===== src/rtl/cpu_ctrl_pkg.sv =====
// cpu_ctrl_pkg: shared states, bit indices, opcodes and ALU codes for the control sequencer
package cpu_ctrl_pkg;

    typedef enum logic [3:0] {
        S_IDLE  = 4'd0,
        S_T0    = 4'd1,
        S_T1    = 4'd2,
        S_T2    = 4'd3,
        S_T3    = 4'd4,
        S_T4    = 4'd5,
        S_T5    = 4'd6,
        S_T6    = 4'd7,
        S_T7    = 4'd8,
        S_T8    = 4'd9,
        S_HALT  = 4'd10,
        S_FAULT = 4'd11
    } state_t;

    localparam int EN_HI      = 16;
    localparam int EN_LO      = 17;
    localparam int EN_ZHI     = 18;
    localparam int EN_ZLO     = 19;
    localparam int EN_PC      = 20;
    localparam int EN_MDR     = 21;
    localparam int EN_INPORT  = 22;
    localparam int EN_IR      = 23;
    localparam int EN_Z       = 24;
    localparam int EN_MAR     = 25;
    localparam int EN_OUTPORT = 26;
    localparam int EN_Y       = 27;

    localparam int BS_HI     = 16;
    localparam int BS_LO     = 17;
    localparam int BS_ZHI    = 18;
    localparam int BS_ZLO    = 19;
    localparam int BS_PC     = 20;
    localparam int BS_MDR    = 21;
    localparam int BS_INPORT = 22;
    localparam int BS_C      = 23;

    localparam logic [4:0] OP_RMAX = 5'h07;
    localparam logic [4:0] OP_ADDI = 5'h08;
    localparam logic [4:0] OP_LD   = 5'h09;
    localparam logic [4:0] OP_ST   = 5'h0A;
    localparam logic [4:0] OP_HALT = 5'h1F;

    localparam logic [3:0] ALU_ADD = 4'd0;
    localparam logic [3:0] ALU_SUB = 4'd1;
    localparam logic [3:0] ALU_AND = 4'd2;
    localparam logic [3:0] ALU_OR  = 4'd3;
    localparam logic [3:0] ALU_SHR = 4'd4;
    localparam logic [3:0] ALU_SHL = 4'd5;
    localparam logic [3:0] ALU_ROR = 4'd6;
    localparam logic [3:0] ALU_ROL = 4'd7;
    localparam logic [3:0] ALU_INC = 4'd8;

    function automatic logic [31:0] bit32(input int idx);
        return 32'(1) << idx;
    endfunction

endpackage


===== src/rtl/reg_sel_decoder.sv =====
// reg_sel_decoder: 4-bit register index to 16-bit one-hot select
module reg_sel_decoder (
    input  logic [3:0]  i_idx,
    output logic [15:0] o_sel
);

    assign o_sel = 16'(1) << i_idx;

endmodule


===== src/rtl/control_sequencer.sv =====
// control_sequencer: multi-cycle fetch/decode/execute control FSM for the register datapath
module control_sequencer
    import cpu_ctrl_pkg::*;
(
    input  logic        clk,
    input  logic        clr,
    input  logic        run,
    input  logic [31:0] ir,
    input  logic        mem_ready,
    output logic [31:0] enable,
    output logic [31:0] busSelect,
    output logic [3:0]  Control_Signals,
    output logic        MR_Read,
    output logic        mem_write,
    output logic        done,
    output logic        fault,
    output logic [3:0]  state_dbg
);

    state_t      r_state;
    state_t      w_next;
    logic [4:0]  w_op;
    logic [15:0] w_ra_sel;
    logic [15:0] w_rb_sel;
    logic [15:0] w_rc_sel;
    logic        w_is_r;
    logic        w_is_ld;
    logic        w_is_st;
    logic        w_legal;
    logic        w_unused;

    assign w_op     = ir[31:27];
    assign w_is_r   = w_op <= OP_RMAX;
    assign w_is_ld  = w_op == OP_LD;
    assign w_is_st  = w_op == OP_ST;
    assign w_legal  = w_op <= OP_ST;
    assign w_unused = ^ir[14:0];
    assign state_dbg = r_state;

    reg_sel_decoder u_ra (.i_idx(ir[26:23]), .o_sel(w_ra_sel));
    reg_sel_decoder u_rb (.i_idx(ir[22:19]), .o_sel(w_rb_sel));
    reg_sel_decoder u_rc (.i_idx(ir[18:15]), .o_sel(w_rc_sel));

    // state register; clr wins over every other input
    always_ff @(posedge clk) begin
        r_state <= clr ? S_IDLE : w_next;
    end

    // next state and all control outputs from current state and ir
    always_comb begin
        w_next          = r_state;
        busSelect       = '0;
        enable          = '0;
        Control_Signals = ALU_ADD;
        MR_Read         = 1'b0;
        mem_write       = 1'b0;
        done            = 1'b0;
        fault           = 1'b0;
        case (r_state)
            S_IDLE: w_next = run ? S_T0 : S_IDLE;
            S_T0: begin
                busSelect       = bit32(BS_PC);
                enable          = bit32(EN_MAR) | bit32(EN_Z);
                Control_Signals = ALU_INC;
                w_next          = S_T1;
            end
            S_T1: begin
                busSelect = bit32(BS_ZLO);
                enable    = bit32(EN_PC);
                w_next    = S_T2;
            end
            S_T2: begin
                MR_Read = 1'b1;
                enable  = mem_ready ? bit32(EN_MDR) : '0;
                w_next  = mem_ready ? S_T3 : S_T2;
            end
            S_T3: begin
                busSelect = bit32(BS_MDR);
                enable    = bit32(EN_IR);
                w_next    = S_T4;
            end
            S_T4: begin
                busSelect = w_legal ? {16'b0, w_rb_sel} : '0;
                enable    = w_legal ? bit32(EN_Y) : '0;
                w_next    = w_legal ? S_T5 : (w_op == OP_HALT) ? S_HALT : S_FAULT;
            end
            S_T5: begin
                busSelect       = w_is_r ? {16'b0, w_rc_sel} : bit32(BS_C);
                Control_Signals = w_is_r ? {1'b0, w_op[2:0]} : ALU_ADD;
                enable          = bit32(EN_Z);
                w_next          = S_T6;
            end
            S_T6: begin
                busSelect = bit32(BS_ZLO);
                enable    = (w_is_ld || w_is_st) ? bit32(EN_MAR) : {16'b0, w_ra_sel};
                w_next    = (w_is_ld || w_is_st) ? S_T7 : S_T0;
            end
            S_T7: begin
                busSelect = w_is_st ? {16'b0, w_ra_sel} : '0;
                enable    = (w_is_st || mem_ready) ? bit32(EN_MDR) : '0;
                MR_Read   = !w_is_st;
                w_next    = (w_is_st || mem_ready) ? S_T8 : S_T7;
            end
            S_T8: begin
                busSelect = w_is_st ? '0 : bit32(BS_MDR);
                enable    = w_is_st ? '0 : {16'b0, w_ra_sel};
                mem_write = w_is_st;
                w_next    = (!w_is_st || mem_ready) ? S_T0 : S_T8;
            end
            S_HALT:  done  = 1'b1;
            S_FAULT: fault = 1'b1;
            default: w_next = S_IDLE;
        endcase
    end

endmodule


===== config.mk =====
export PLATFORM = sky130hd
export DESIGN_NAME = control_sequencer
export DESIGN_NICKNAME = d
export VERILOG_FILES = /design/src/rtl/cpu_ctrl_pkg.sv /design/src/rtl/reg_sel_decoder.sv /design/src/rtl/control_sequencer.sv
export SDC_FILE = /design/constraint.sdc
export NUM_CORES = 1
export LEC_CHECK = 0
export CAP_MARGIN = 0
export CORE_ASPECT_RATIO = 0.9
export CORE_MARGIN = 3
export CORE_UTILIZATION = 32
export CTS_CLUSTER_SIZE = 20
export DETAILED_ROUTE_END_ITERATION = 12
export PLACE_DENSITY = 0.81
export SYNTH_ARGS = -nofsm -noshare
export SYNTH_HDL_FRONTEND = slang
export SYNTH_SLANG_ARGS = --single-unit

===== constraint.sdc =====
create_clock -name clk -period 1.9 [get_ports clk]
set_input_delay 0.38 -clock clk [delete_from_list [all_inputs] [get_ports clk]]
set_output_delay 0.38 -clock clk [all_outputs]
set_load 0.02 [all_outputs]

## Word level (Yosys, flattened, before mapping)

Cells that the tools add are included.

| cells by class | value |
|---|---|
| $lt $le $gt $ge | 2 |
| eq/ne operators | 14 |
| shift operators | 3 |
| muxes and demuxes | 25 |
| reductions and logical operators | 7 |

Operators with widths:

| cell | number |
|---|---|
| 28-bit one-hot mux with 9 select lines | 1 |
| 24-bit one-hot mux with 7 select lines | 1 |
| 22-bit 2-to-1 mux | 3 |
| 16-bit 2-to-1 mux | 3 |
| 1-bit by 4-bit << shifter with 16-bit output (first input constant) | 3 |
| 4-bit one-hot mux with 11 select lines | 1 |
| 28-bit 2-to-1 mux | 1 |
| 26-bit 2-to-1 mux | 1 |
| 24-bit 2-to-1 mux | 1 |
| 4-bit by 3-bit == test with 1-bit output (second input constant) | 4 |
| 4-bit == test (second input constant) | 4 |
| 4-bit 2-to-1 mux | 3 |
| 5-bit by 4-bit == test with 1-bit output (second input constant) | 2 |
| 4-bit by 2-bit == test with 1-bit output (second input constant) | 2 |
| 4-bit one-hot mux with 2 select lines | 1 |
| 1-bit 2-to-1 mux | 6 |
| 3-bit 2-to-1 mux | 2 |
| 5-bit == test (second input constant) | 1 |
| 5-bit by 3-bit <= comparator with 1-bit output (second input constant) | 1 |
| 5-bit by 4-bit <= comparator with 1-bit output (second input constant) | 1 |
| 4-bit by 1-bit == test with 1-bit output (second input constant) | 1 |
| 4-bit logical NOT | 1 |
| 2-bit OR reduction | 2 |
| 1-bit logical OR | 3 |
| other kinds (2) | 2 |

| word-level totals | value |
|---|---|
| register bits after elaboration | 4 |
| output and inout port bits | 76 |
| word-level logic and storage cells | 52 |

## Depth between registers and ports, before layout

| logic depth | value |
|---|---|
| depth in word-level cells | 5 |
| mapped depth | 6 |
| mapped depth without buffers | 4 |

## Hierarchy

Synthesis repeated with hierarchy kept, for this count alone.

| unflattened totals | value |
|---|---|
| cell total of the unflattened synthesis | 223 |
| area total of the unflattened synthesis | 1828.0 µm² |

Modules (own cells, without submodules):

| module | instances | cells each | area an instance (µm²) |
|---|---|---|---|
| control_sequencer | 1 | 163 | 1148.6 |
| reg_sel_decoder | 3 | 20 | 226.5 |

## Worst setup path before layout

OpenSTA, ideal clock, no wires.

| timing | value |
|---|---|
| kind | reg2out |
| start | register r_state[0], in the netlist state_dbg[0] |
| end | output port busSelect[11] |
| arrival time | 1.757 ns |
| data required time | 1.520 ns |
| setup slack | -0.237 ns |
| cell stages (with the launch flop) | 6 |
| path buffers | 1 |
| path through | dfxtp_1 -> buf_2 -> nand4bb_1 -> o21ba_2 -> nand3_1 -> o21ai_0 |

| between the ends | value |
|---|---|
| word-level cells in the longest chain between the ends | 3 |

Ends and longest elaborated chain:

| item | line | RTL |
|---|---|---|
| start: declaration | control_sequencer.sv:20 | `state_t r_state;` |
| start signal: assignment | control_sequencer.sv:46 | `r_state <= clr ? S_IDLE : w_next;` |
| 4-bit by 3-bit == test with 1-bit output or 4-bit by 2-bit == test with 1-bit output (tied branches) | control_sequencer.sv:59 | `case (r_state)` |
| 2-bit OR reduction (no line) | -- |  |
| 24-bit one-hot mux with 7 select lines * | control_sequencer.sv:59 |  |
| end: declaration | control_sequencer.sv:11 | `output logic [31:0] busSelect,` |

Every way passes the cells marked *; elsewhere a longest branch is shown, timed or not.

## Worst setup path after layout

| timing | value |
|---|---|
| start | register r_state[0], in the netlist state_dbg[0] |
| end | output port busSelect[10] |

The elaborated chain is that of the path after synthesis.

==> results.ini <==
[cells_and_area]
largest_reg_flops = 4
fin_nets = 363
utilization_pct = 75.0
layout-drive-gt1-share_pct = 56.9
area.growth.synth_to_final_pct = 120
num_antenna_cells = 0

[run]
cap_violations = 0

[clock_tree]
cts_buffers = 3
clk_latency_ns = 0.23
cts.sinks = 4
cts_tree = built
root_buffer = clkbuf_8
clockBufferDepth = 2
h-tree-depth = 1
clk_pin_slew_ns = 0.03

[worst_setup_path]
critPathKind = reg -> out
endpoint_kind = output pin
worstSetupStartpointType = register
cp.arrival_ns = 1.75
cpPeakStageDelay_ns = 0.37
crit_fanout = 6
cp.required_ns = 1.52
critPathBufInv = 2
critPathSlowestCell = dfxtp_4
path_cells = buf_6 -> nor4b_4 -> nand4_1 -> o22a_1 -> o21ai_1 -> buf_4
crit_family = simple AND/OR/NAND/NOR gates

[route]
vias = 2019
ant_nets = 0
vias_per_cell = 5.44
dr.pass1.iters = 4
routed_wl_um = 6240
route.detailed.drc = 0
wl_per_cell_um = 16.8
drt_iter0_markers = 116

[timing]
finalHoldViolations = 0
period_share_pct = 112
relSlewSlack_pct = 66.5
post-route-min-period_ns = 2.13
worst_slack_ns = -0.232
finClkSkew_ns = 0.000157
maxSlewViolCount = 0
tightest_slew_ns = 0.501
rsz0062_at_grt = yes
fmax_mhz = 469
setup_violations = 38
timing.hold.ws_ns = 0.656

[die]
fp.dieW_um = 73.2
start_util_pct = 34.2
die_area_mm2 = 0.00487
coreArea_mm2 = 0.00381
io_pins = 112
std_cell_rows = 21
fp.dieH_um = 66.5

[synthesis]
syn_inst = 196
ys_seq_elements = 4
synth_top_flop_cell = dfxtp_1
syn_avg_cell_area_um2 = 6.64
seq_area_frac_synth_pct = 6.15
synth_area_mm2 = 0.00130
synthArstFlopShare_pct = 0
yosys_warnings = 0
yosysUniqueCellTypes = 49
synth-edff-count = 0

[power]
ir_drop_mv = 0.325
powerDensity_mw_per_mm2 = 387
leakagePower_nw = 1.23

[grt]
grt_pass1_vias = 1901
antenna_found_initial = 0
overflow = 0
track_usage_pct = 24.0
grt_max_degree = 16
grt_pass1_wl_um = 9110

[status]
violations = negative setup slack
status = finished, violations left

[min_path]
hold_class = in -> reg

[placement]
io_buffer_count = 74
hpwl_um = 4040
globalplace.congestion = 0.903

==> cells by family (layout without fill, tap and decap cells) <==
logic type	count (synthesis)	after routing	synth area share [%]
xor+xnor	2	2	1.35
other cells	1	22	0.288
simple gates	109	109	49.0
compound gates	44	44	24.6
flops	4	4	6.15
mux	2	2	1.63
buf+inv	34	142	16.9
==> synth_stat cells, drive strengths merged, types with 4 or more instances <==
library cell / count / share of area (%)
o221ai: 11 / 7.4
nand2: 14 / 4.0
nand3: 7 / 2.7
o21ai: 13 / 5.0
nor3: 4 / 1.5
or2: 7 / 3.4
buf: 30 / 16
dfxtp: 4 / 6.2
nand2b: 13 / 6.3
nor2b: 6 / 2.9
o22a: 4 / 2.7
nor2: 32 / 9.2
==> through the flow <==
step	area, um2	TNS, ns	power (mW)	std cells	setup WS, ns
finish	2860	-5.76	1.11	371	-0.232
global route	2860	-8.73	1.17	371	-0.311
CTS	2620	-4.41	0.982	364	-0.190
detailed placement	2400	-40.76	0.754	350	-1.08
global placement	2400	-39.05	0.743	350	-1.03
floorplan	1490	-0.180	0.511	217	-0.0428
==> metal layers <==
| layer | up-vias | wire [um] | track usage (%) |
|---|---|---|---|
| met5 | - | 0 | 0 |
| met4 | 0 | 195 | 11.5 |
| met3 | 19 | 601 | 3.77 |
| met2 | 114 | 3080 | 40.8 |
| met1 | 939 | 2360 | 29.0 |
| li1 | 947 | - | - |
==> final cells by class <==
cell class	count	area, um2
Tap cell	46	57.6
Inverter	1	3.75
Multi-Input combinational cell	179	1490
Timing Repair Buffer	138	1180
Fill cell	279	951
Clock buffer	3	41.3
Sequential cell	4	95.1
==> worst paths after layout <==
path | from | endpoint | slack, ns | depth (start not counted)
setup / recovery | state_dbg[0] | busSelect[10] | -0.23 | 6
hold reg to reg | state_dbg[1] | state_dbg[2] | 0.78 | 3
hold / removal | ir[29] | state_dbg[0] | 0.66 | 4
setup reg to reg | state_dbg[3] | state_dbg[3] | 0.04 | 6
==> placed cells by master (no fill, tap or decap), types with 3 or more instances in the layout <==
cell type / netlist / final
and3_1: 3 / 3
dlygate4sd2_1: 0 / 6
conb_1: 1 / 22
nor2_1: 32 / 25
dfxtp_4: 0 / 4
nor2b_1: 6 / 3
nand2_1: 14 / 12
buf_6: 0 / 19
o221ai_4: 0 / 3
buf_12: 0 / 4
buf_4: 22 / 77
nor2_2: 0 / 4
clkdlybuf4s50_1: 0 / 12
clkbuf_2: 0 / 4
o221ai_2: 0 / 8
o21ai_1: 4 / 4
o21ai_4: 0 / 5
nand3_1: 7 / 6
nor2_4: 0 / 3
clkbuf_8: 0 / 3
o22a_1: 4 / 4
nand4b_1: 3 / 3
or2_2: 6 / 4
buf_2: 8 / 12
nand2b_1: 13 / 11
nand4_1: 3 / 3
nand3b_1: 3 / 3
o21ai_0: 9 / 3
==> report_power, final <==
part	internal, mW	switching [mW]	leakage, nW	total [mW]
clock	0.137	0.0633	0.0216	0.200
sequential	0.104	0.0425	0.0356	0.146
combinational	0.358	0.402	1.17	0.761
==> tightest hold or removal path: stages <==
cell     delay (ns)
buf_12         0.09
nand3_1        0.06
o21ai_0        0.19
a31oi_1        0.11
==> what timing repair did <==
action | 4_1_cts | 5_1_grt
endpoints found under the setup margin | 53 | 49
pin swaps | 30 | 17
resized for setup | 303 | 58
setup buffers | 11 | 7
hold buffers | 0 | 0
Note: power is estimated with default switching activity, not from simulation.
